$ cat src/rtl/arb_pkg.sv
// Shared types and mode constants for the round-robin / fixed-priority arbiter.
package arb_pkg;

  typedef enum logic {
    IDLE  = 1'b0,
    OWNED = 1'b1
  } state_t;

  localparam int unsigned RR    = 0;
  localparam int unsigned FIXED = 1;

endpackage

$ cat src/rtl/rr_pick.sv
// Combinational first-set-bit search over vec, starting at index start and wrapping modulo N.
module rr_pick #(
  parameter int unsigned N = 8
) (
  input  logic [N-1:0]         vec,
  input  logic [$clog2(N)-1:0] start,
  output logic                 found,
  output logic [N-1:0]         onehot,
  output logic [$clog2(N)-1:0] idx
);

  localparam int unsigned IW = $clog2(N);

  int unsigned j;

  always_comb begin
    found  = 1'b0;
    onehot = '0;
    idx    = '0;
    j      = 0;
    for (int unsigned i = 0; i < N; i++) begin
      j = 32'(start) + i;
      if (j >= N) j = j - N;
      if (!found && vec[j]) begin
        found     = 1'b1;
        onehot[j] = 1'b1;
        idx       = IW'(j);
      end
    end
  end

endmodule

$ cat src/rtl/rr_arbiter.sv
// Single-owner arbiter with round-robin or fixed priority, explicit release,
// request-drop release and an optional hold timeout. All outputs are registered.
module rr_arbiter
  import arb_pkg::*;
#(
  parameter int unsigned N          = 8,
  parameter int unsigned FIXED_PRIO = 0,
  parameter int unsigned MAX_HOLD   = 16
) (
  input  logic                 clk,
  input  logic                 rst_n,
  input  logic [N-1:0]         req,
  input  logic                 rel,
  output logic [N-1:0]         grant,
  output logic [$clog2(N)-1:0] grant_id,
  output logic                 busy
);

  localparam int unsigned IW = $clog2(N);
  localparam int unsigned HW = (MAX_HOLD > 0) ? $clog2(MAX_HOLD + 1) : 1;

  state_t          state;
  logic [IW-1:0]   ptr;
  logic [HW-1:0]   hold_cnt;

  logic [IW-1:0]   start_c;
  logic            found_c;
  logic [N-1:0]    onehot_c;
  logic [IW-1:0]   idx_c;
  logic            timeout_c;
  logic            rel_c;
  logic [IW-1:0]   nxt_ptr_c;

  // ptr always equals owner+1 while OWNED, so the old owner ranks last on release
  assign start_c = (FIXED_PRIO == FIXED) ? '0 : ptr;

  rr_pick #(.N(N)) u_pick (
    .vec    (req),
    .start  (start_c),
    .found  (found_c),
    .onehot (onehot_c),
    .idx    (idx_c)
  );

  generate
    if (MAX_HOLD != 0) begin : g_timeout
      assign timeout_c = (hold_cnt == HW'(MAX_HOLD - 1));
    end else begin : g_no_timeout
      assign timeout_c = 1'b0;
    end
  endgenerate

  assign rel_c     = rel | ~req[grant_id] | timeout_c;
  assign nxt_ptr_c = (32'(idx_c) == N - 1) ? '0 : idx_c + IW'(1);

  always_ff @(posedge clk) begin
    if (!rst_n) begin
      state    <= IDLE;
      grant    <= '0;
      grant_id <= '0;
      busy     <= 1'b0;
      ptr      <= '0;
      hold_cnt <= '0;
    end else begin
      case (state)
        IDLE: begin
          if (found_c) begin
            state    <= OWNED;
            grant    <= onehot_c;
            grant_id <= idx_c;
            busy     <= 1'b1;
            ptr      <= nxt_ptr_c;
            hold_cnt <= '0;
          end
        end
        OWNED: begin
          if (rel_c && found_c) begin
            grant    <= onehot_c;
            grant_id <= idx_c;
            ptr      <= nxt_ptr_c;
            hold_cnt <= '0;
          end else if (rel_c) begin
            state    <= IDLE;
            grant    <= '0;
            grant_id <= '0;
            busy     <= 1'b0;
            hold_cnt <= '0;
          end else if (MAX_HOLD != 0) begin
            hold_cnt <= hold_cnt + HW'(1);
          end
        end
        default: begin
          state    <= IDLE;
          grant    <= '0;
          grant_id <= '0;
          busy     <= 1'b0;
        end
      endcase
    end
  end

endmodule

$ cat config.mk
export PLATFORM = sky130hd
export DESIGN_NAME = rr_arbiter
export DESIGN_NICKNAME = d
export VERILOG_FILES = /design/src/rtl/arb_pkg.sv /design/src/rtl/rr_pick.sv /design/src/rtl/rr_arbiter.sv
export SDC_FILE = /design/constraint.sdc
export NUM_CORES = 1
export LEC_CHECK = 0
export ABC_CLOCK_PERIOD_IN_PS = 4390
export CAP_MARGIN = 0
export CORE_ASPECT_RATIO = 0.8
export CORE_UTILIZATION = 59
export CTS_CLUSTER_SIZE = 16
export DETAILED_ROUTE_END_ITERATION = 6
export GPL_TIMING_DRIVEN = 1
export PLACE_DENSITY = 0.81
export SLEW_MARGIN = 30
export SYNTH_ARGS = -nofsm -noshare
export SYNTH_HDL_FRONTEND = slang
export SYNTH_HIERARCHICAL = 1
export SYNTH_SLANG_ARGS = --single-unit
$ cat constraint.sdc
create_clock -name clk -period 4.39 [get_ports clk]
set_input_delay 1.317 -clock clk [delete_from_list [all_inputs] [get_ports clk]]
set_output_delay 1.317 -clock clk [all_outputs]
set_load 0.1 [all_outputs]
# Yosys cells after proc, flatten, opt, wreduce, memory -nomap -nowiden

Cells that the tools add are included.
W data, S select, Z words.

Add/sub/neg operators: 17
Bitwise logic cells: 11
Equality and inequality tests: 7
Muxes and demuxes: 90
Order comparisons: 25
Reductions and logical operators: 26

Operators with widths:

| operator                | number |
|---|---|
| $ge A32 B1 Y1 const B   | 8 |
| $lt A32 B4 Y1 const B   | 8 |
| $mux W32                | 8 |
| $ge A32 B4 Y1 const B   | 7 |
| $sub A32 B4 Y32 const B | 7 |
| $mux W8                 | 11 |
| $or A8 B8 Y8            | 7 |
| $mux W3                 | 14 |
| $mux W1                 | 31 |
| $bmux W1 S3             | 9 |
| $demux W1 S3            | 8 |
| $add A3 B3 Y4 const B   | 4 |
| $logic_and A1 B1 Y1     | 16 |
| $pmux W8 S2             | 1 |
| $mux W5                 | 3 |
| $pmux W3 S2             | 2 |
| $pmux W5 S2             | 1 |
| $add A3 B2 Y4 const B   | 2 |
| $logic_not A1 Y1        | 7 |
| $add A5 B1 Y5 const B   | 1 |
| $eq A5 B4 Y1 const B    | 1 |
| $sub A3 B4 Y5 const B   | 1 |
| $add A3 B1 Y4 const B   | 1 |
| $ge A3 B4 Y1 const B    | 1 |
| other kinds (11)        | 17 |

Register bits: 21
Input port bits: 11
Output and inout port bits: 12
Word-level logic and storage cells: 182

# Logic depth before layout (Yosys ltp)

Depth in word-level cells: 30
Mapped depth: 16
Gate-level depth less buffers: 13

# Modules after synthesis

The synthesis kept the hierarchy.

Modules (own cells, without submodules):

| module     | instances | cells each | area an instance (um2) | seq. area each (um2) |
|---|---|---|---|---|
| rr_pick    | 1         | 198        | 1545.2                 | 0.0 |
| rr_arbiter | 1         | 108        | 999.7                  | 420.4 |

# Worst setup path after synthesis

No wires, ideal clock.

Path type: register to register
From: reg ptr[0]
To: reg ptr[0]
Setup slack: 608 ps
Period minus slack after synthesis: 3782 ps
Path buffers: 3
Data required time: 4318 ps
Setup time: 72 ps
Cell stages (with the launch flop): 16
Arrival time: 3710 ps
Cell sequence: dfxtp_1 -> buf_6 -> inv_1 -> clkbuf_1 -> ha_1 -> buf_6 -> mux2_2 -> and2_1 -> mux4_2 -> a211o_1 -> nor4_1 -> a21oi_1 -> ha_1 -> ha_1 -> or3_1 -> mux2i_1

Word-level cells in the longest chain between the ends: 30
Elaborated cells on any way between the ends: 87
Classes of those cells: add/sub (16); order compare (8); eq/ne (3); mux (44); reduce/logical (16)

Ends and longest elaborated chain:

| item                                                                     | line                               | RTL |
|---|---|---|
| start: declaration                                                       | rr_arbiter.sv:23                   | `logic [IW-1:0] ptr;` |
| start signal: assignment                                                 | rr_arbiter.sv:72                   | `ptr <= nxt_ptr_c;` |
| start signal: assignment                                                 | rr_arbiter.sv:80                   | `ptr <= nxt_ptr_c;` |
| parallel branches: the longest is 25 deep, another holds $sub A32 B4 Y32 | -                                  |  |
| $mux W3 *                                                                | rr_pick.sv:24                      | `if (!found && vec[j]) begin` |
| via idx_c[0]                                                             | rr_arbiter.sv:29                   | `logic [IW-1:0] idx_c;` |
| $add A3 B1 Y3 or $eq A3 B3 Y1 (tied branches)                            | rr_arbiter.sv:54                   | `assign nxt_ptr_c = (32'(idx_c) == N - 1) ? '0 : idx_c + IW'(1);` |
| $mux W3 *                                                                | rr_arbiter.sv:54                   |  |
| $mux W3 (on tied branches)                                               | rr_arbiter.sv:77, rr_arbiter.sv:67 |  |
| $pmux W3 S2 *                                                            | rr_arbiter.sv:65                   | `case (state)` |

Mark *: on every way through the listed nets, which the timed path passes. The select of a mux whose other input is x is not followed.
A chain may end at the register's enable or synchronous reset.

# Worst setup path after layout

From: in req[0]
To: reg ptr[0]

Word-level cells in the longest chain between the ends: 28
Elaborated cells on any way between the ends: 61
Classes of those cells: add/sub (1); eq/ne (3); mux (38); bitwise (3); reduce/logical (16)

Ends and longest elaborated chain:

| item                                          | line                               | RTL |
|---|---|---|
| start: declaration                            | rr_arbiter.sv:12                   | `input logic [N-1:0] req,` |
| $bmux W1 S3                                   | rr_pick.sv:24                      |  |
| $mux W1 (not written as such)                 | rr_pick.sv:24                      |  |
| $mux W1                                       | rr_pick.sv:24                      |  |
| $logic_not A1 Y1                              | rr_pick.sv:24                      |  |
| $logic_and A1 B1 Y1                           | rr_pick.sv:24                      |  |
| $mux W1                                       | rr_pick.sv:24                      |  |
| $logic_not A1 Y1                              | rr_pick.sv:24                      |  |
| $logic_and A1 B1 Y1                           | rr_pick.sv:24                      |  |
| [... 13 more ...]                             | -                                  |  |
| $logic_not A1 Y1                              | rr_pick.sv:24                      |  |
| $logic_and A1 B1 Y1                           | rr_pick.sv:24                      |  |
| $mux W3 *                                     | rr_pick.sv:24                      |  |
| via idx_c[0]                                  | rr_arbiter.sv:29                   |  |
| $add A3 B1 Y3 or $eq A3 B3 Y1 (tied branches) | rr_arbiter.sv:54                   |  |
| $mux W3 *                                     | rr_arbiter.sv:54                   |  |
| $mux W3 (on tied branches)                    | rr_arbiter.sv:77, rr_arbiter.sv:67 |  |
| $pmux W3 S2 *                                 | rr_arbiter.sv:65                   |  |

Mark *: on every way through the listed nets, which the timed path passes. The rest lies on a longest branch. The select of a mux whose other input is x is not followed.

==> run metrics <==
status=finished, final reports clean; Yosys cell types=70; Max Root-Sink Buffers=2; Worst Path Arrival=4400 ps; period utilisation layout=around 96%; minimum clock period=4210 ps; DRC Markers=0; Pwr Total=about 2.5 mW; Min Hold Slack=477.4 ps; endpoint class of the critical path=flip-flop; async set or reset register ratio after synthesis=0%; Synth Net Count=328; Hold Buf Count CTS=0; nets=368; maximum VDD drop=between 0.3 and 0.4 mV; CTS buffer count=3; share of layout cells above drive strength 1=22.32%; pwr/cell area=822.9 mW/mm^2; Simple-Gate Fraction of Synth Area=roughly 28%; Rows=20; YS warnings=6; core area=roughly 0.0040 sq mm; number of synthesized flops with an enable pin=0; Post-DRT Antenna Nets=0; Peak Freq=0.2375 GHz; dominant synthesized flop cell=dfxtp_1; largest family of logic cells by synthesized area=simple AND/OR/NAND/NOR gates; maximum number of pins on one net before global-route repair=30; diodes inserted=0; total negative setup slack=0 ps; max-cap violations=0; drt first pass iters=5; WL final=7.247 mm; Avg WL per Cell=18.12 um; Crit Path Class=primary input to flip-flop; adder-cell share of the synthesized area=5.408%; hold violation total from the final report=0; Synth Cell Area=0.002545 sq mm; Layout Skew=1.437 ps; multiplexer area fraction after synthesis=19.86%; Layout area overhead=17.94%; HPWL after detailed placement=5.550 mm; HP Class=flip-flop to flip-flop; gr ovfl total=0; DP Worst Slack=-49.22 ps; CTS tree=done; final worst slack=179.6 ps; Vias/cell=6.875; GRT Resource Usage Total=33.43%; detailed-route via count=2,750; Clock Latency Late Sink=260 ps; Seq/Total Area, Yosys=16.52%; compound-gate portion of the synthesized area=24.48%; die area=0.004582 sq mm; flop-to-flop setup slack=between 600 and 700 ps; clk sink count=21; worst-margin pin slew=~980 ps; Worst setup SP type=primary input; Final Wtd Congestion=roughly 0.96; I/O Buffers=22; CP required=4580 ps; Mean Syn Cell Area=8.317 sq um; setup violators final=0; vias in the first global route=2,326; Pleak=1.061 nW; Starting DRT DRC Count=332; Die H=about 60 um; antenna violations before repair=0; unrepaired setup endpoints after global routing=false; H-tree Lvls=1; Initial Utilization=64.37%; relative slew slack=a little over a third; die width=about 75 um; Post-Syn Instances=around 300; worst-path fanout max=8; clk slew on worst S/H paths=70 ps; Synth Register Bits=21; fin util=75.92%; IO Pins=23; Max Transition Viols Final=0; Fillers=317; first-pass GRT wire length=11.47 mm; xor/xnor cell area share of the yosys netlist=1.032%; CTS Root Cell=clkbuf_8
-- worst max-delay path: stages --
cell and delay [ps]:
clkdlybuf4s50_1 530, mux2_2 360, and2_1 150, mux4_2 460
a211o_1 350, nor4_1 280, a21oi_1 110, ha_1 230
ha_1 160, or3_1 340, mux2i_1 120
-- stage by stage --
stage                     instances  area, sq um
after detailed placement        396         2954
after global placement          396         2954
final                           400         3002
after floorplan                 306         2545
after CTS                       400         3000
after global routing            400         3002
-- logic make-up after synthesis --
| family | Yosys count |
|---|---|
| mux | 30 |
| xor+xnor | 3 |
| buf+inv | 23 |
| fa+ha+maj | 11 |
| flops | 21 |
| simple gates | 136 |
| compound gates | 82 |
-- cell type report --
cell class	count	area [sq um]	area share, %
tap	55	68.82	2.293
sequential	21	420.4	14.01
timing repair buffer	50	430.4	14.34
clock buffer	3	41.29	1.376
clock inverter	1	5.005	0.1667
multi-input combinational	262	2006	66.82
inverter	8	30.03	1.000
-- repair_timing --
| action | 4_1_cts | 5_1_grt |
|---|---|---|
| resized for setup | 0 | 1 |
| setup endpoints to repair | 0 | 1 |
| setup buffers | 0 | 0 |
-- registers in the layout (all words and copies together) (netlist names) --
| register | count |
|---|---|
| grant | 8 |
| state | 1 |
| grant_id | 3 |
| hold_cnt | 5 |
| ptr | 3 |
| busy | 1 |
-- synthesized netlist by cell type (3+ instances only) --
cell type,instances,share of area (%)
nor4_1,4,0.98
clkbuf_1,8,1.2
a32o_1,3,1.2
and2_1,7,1.7
nand2_1,53,7.8
nand4_1,4,0.98
nor3_2,3,1.2
mux2i_4,3,2.7
dfxtp_1,21,17
mux4_2,12,11
nor2_1,14,2.1
ha_1,11,5.4
a21oi_1,16,3.1
nand3_1,15,2.9
nand2b_1,3,0.74
a31oi_1,6,1.5
nor3_1,5,0.98
buf_2,3,0.59
o21a_1,3,0.88
inv_1,7,1.0
nor2b_1,8,2.0
mux2_2,6,2.7
o22ai_1,11,2.7
nor3b_1,3,0.88
o21ai_0,7,1.4
a32oi_1,4,1.4
mux2i_1,7,2.8
buf_6,4,1.8
a2111oi_0,4,1.4
-- report_power, final --
| part | internal, mW | switching (mW) |
|---|---|---|
| clock network | 0.0632 | 0.0631 |
| logic | 0.781 | 1.28 |
| registers | 0.243 | 0.0354 |
-- cells in the final DEF (no fill, tap or decap), types with 4 or more instances in the layout --
master and n:
a21oi_1 16, a31oi_1 6, a32oi_1 4, and2_1 7, buf_4 28, clkdlybuf4s50_1 22, dfxtp_1 21, ha_1 11
inv_1 7, mux2_2 6, mux2i_1 7, mux4_2 12, nand2_1 53, nand3_1 15, nand4_1 4, nor2_1 14
nor2b_1 8, nor3_1 5, nor4_1 4, o21ai_0 7, o22ai_1 11
-- path summary, 6_finish.rpt --
check,start,depth (start not counted),end
hold / removal,grant[1],2,grant[1]
setup / recovery,req[0],11,ptr[0]
setup reg to reg,ptr[1],12,ptr[0]
hold reg to reg,grant[1],2,grant[1]
-- routing by layer --
layer | global-route usage [%] | wire [um]
met5 | 0 | 0
met4 | 8.466 | 143
met3 | 6.645 | 644
met2 | 51.79 | 3273
met1 | 48.00 | 3186
Note: power is estimated with default switching activity, not from simulation.
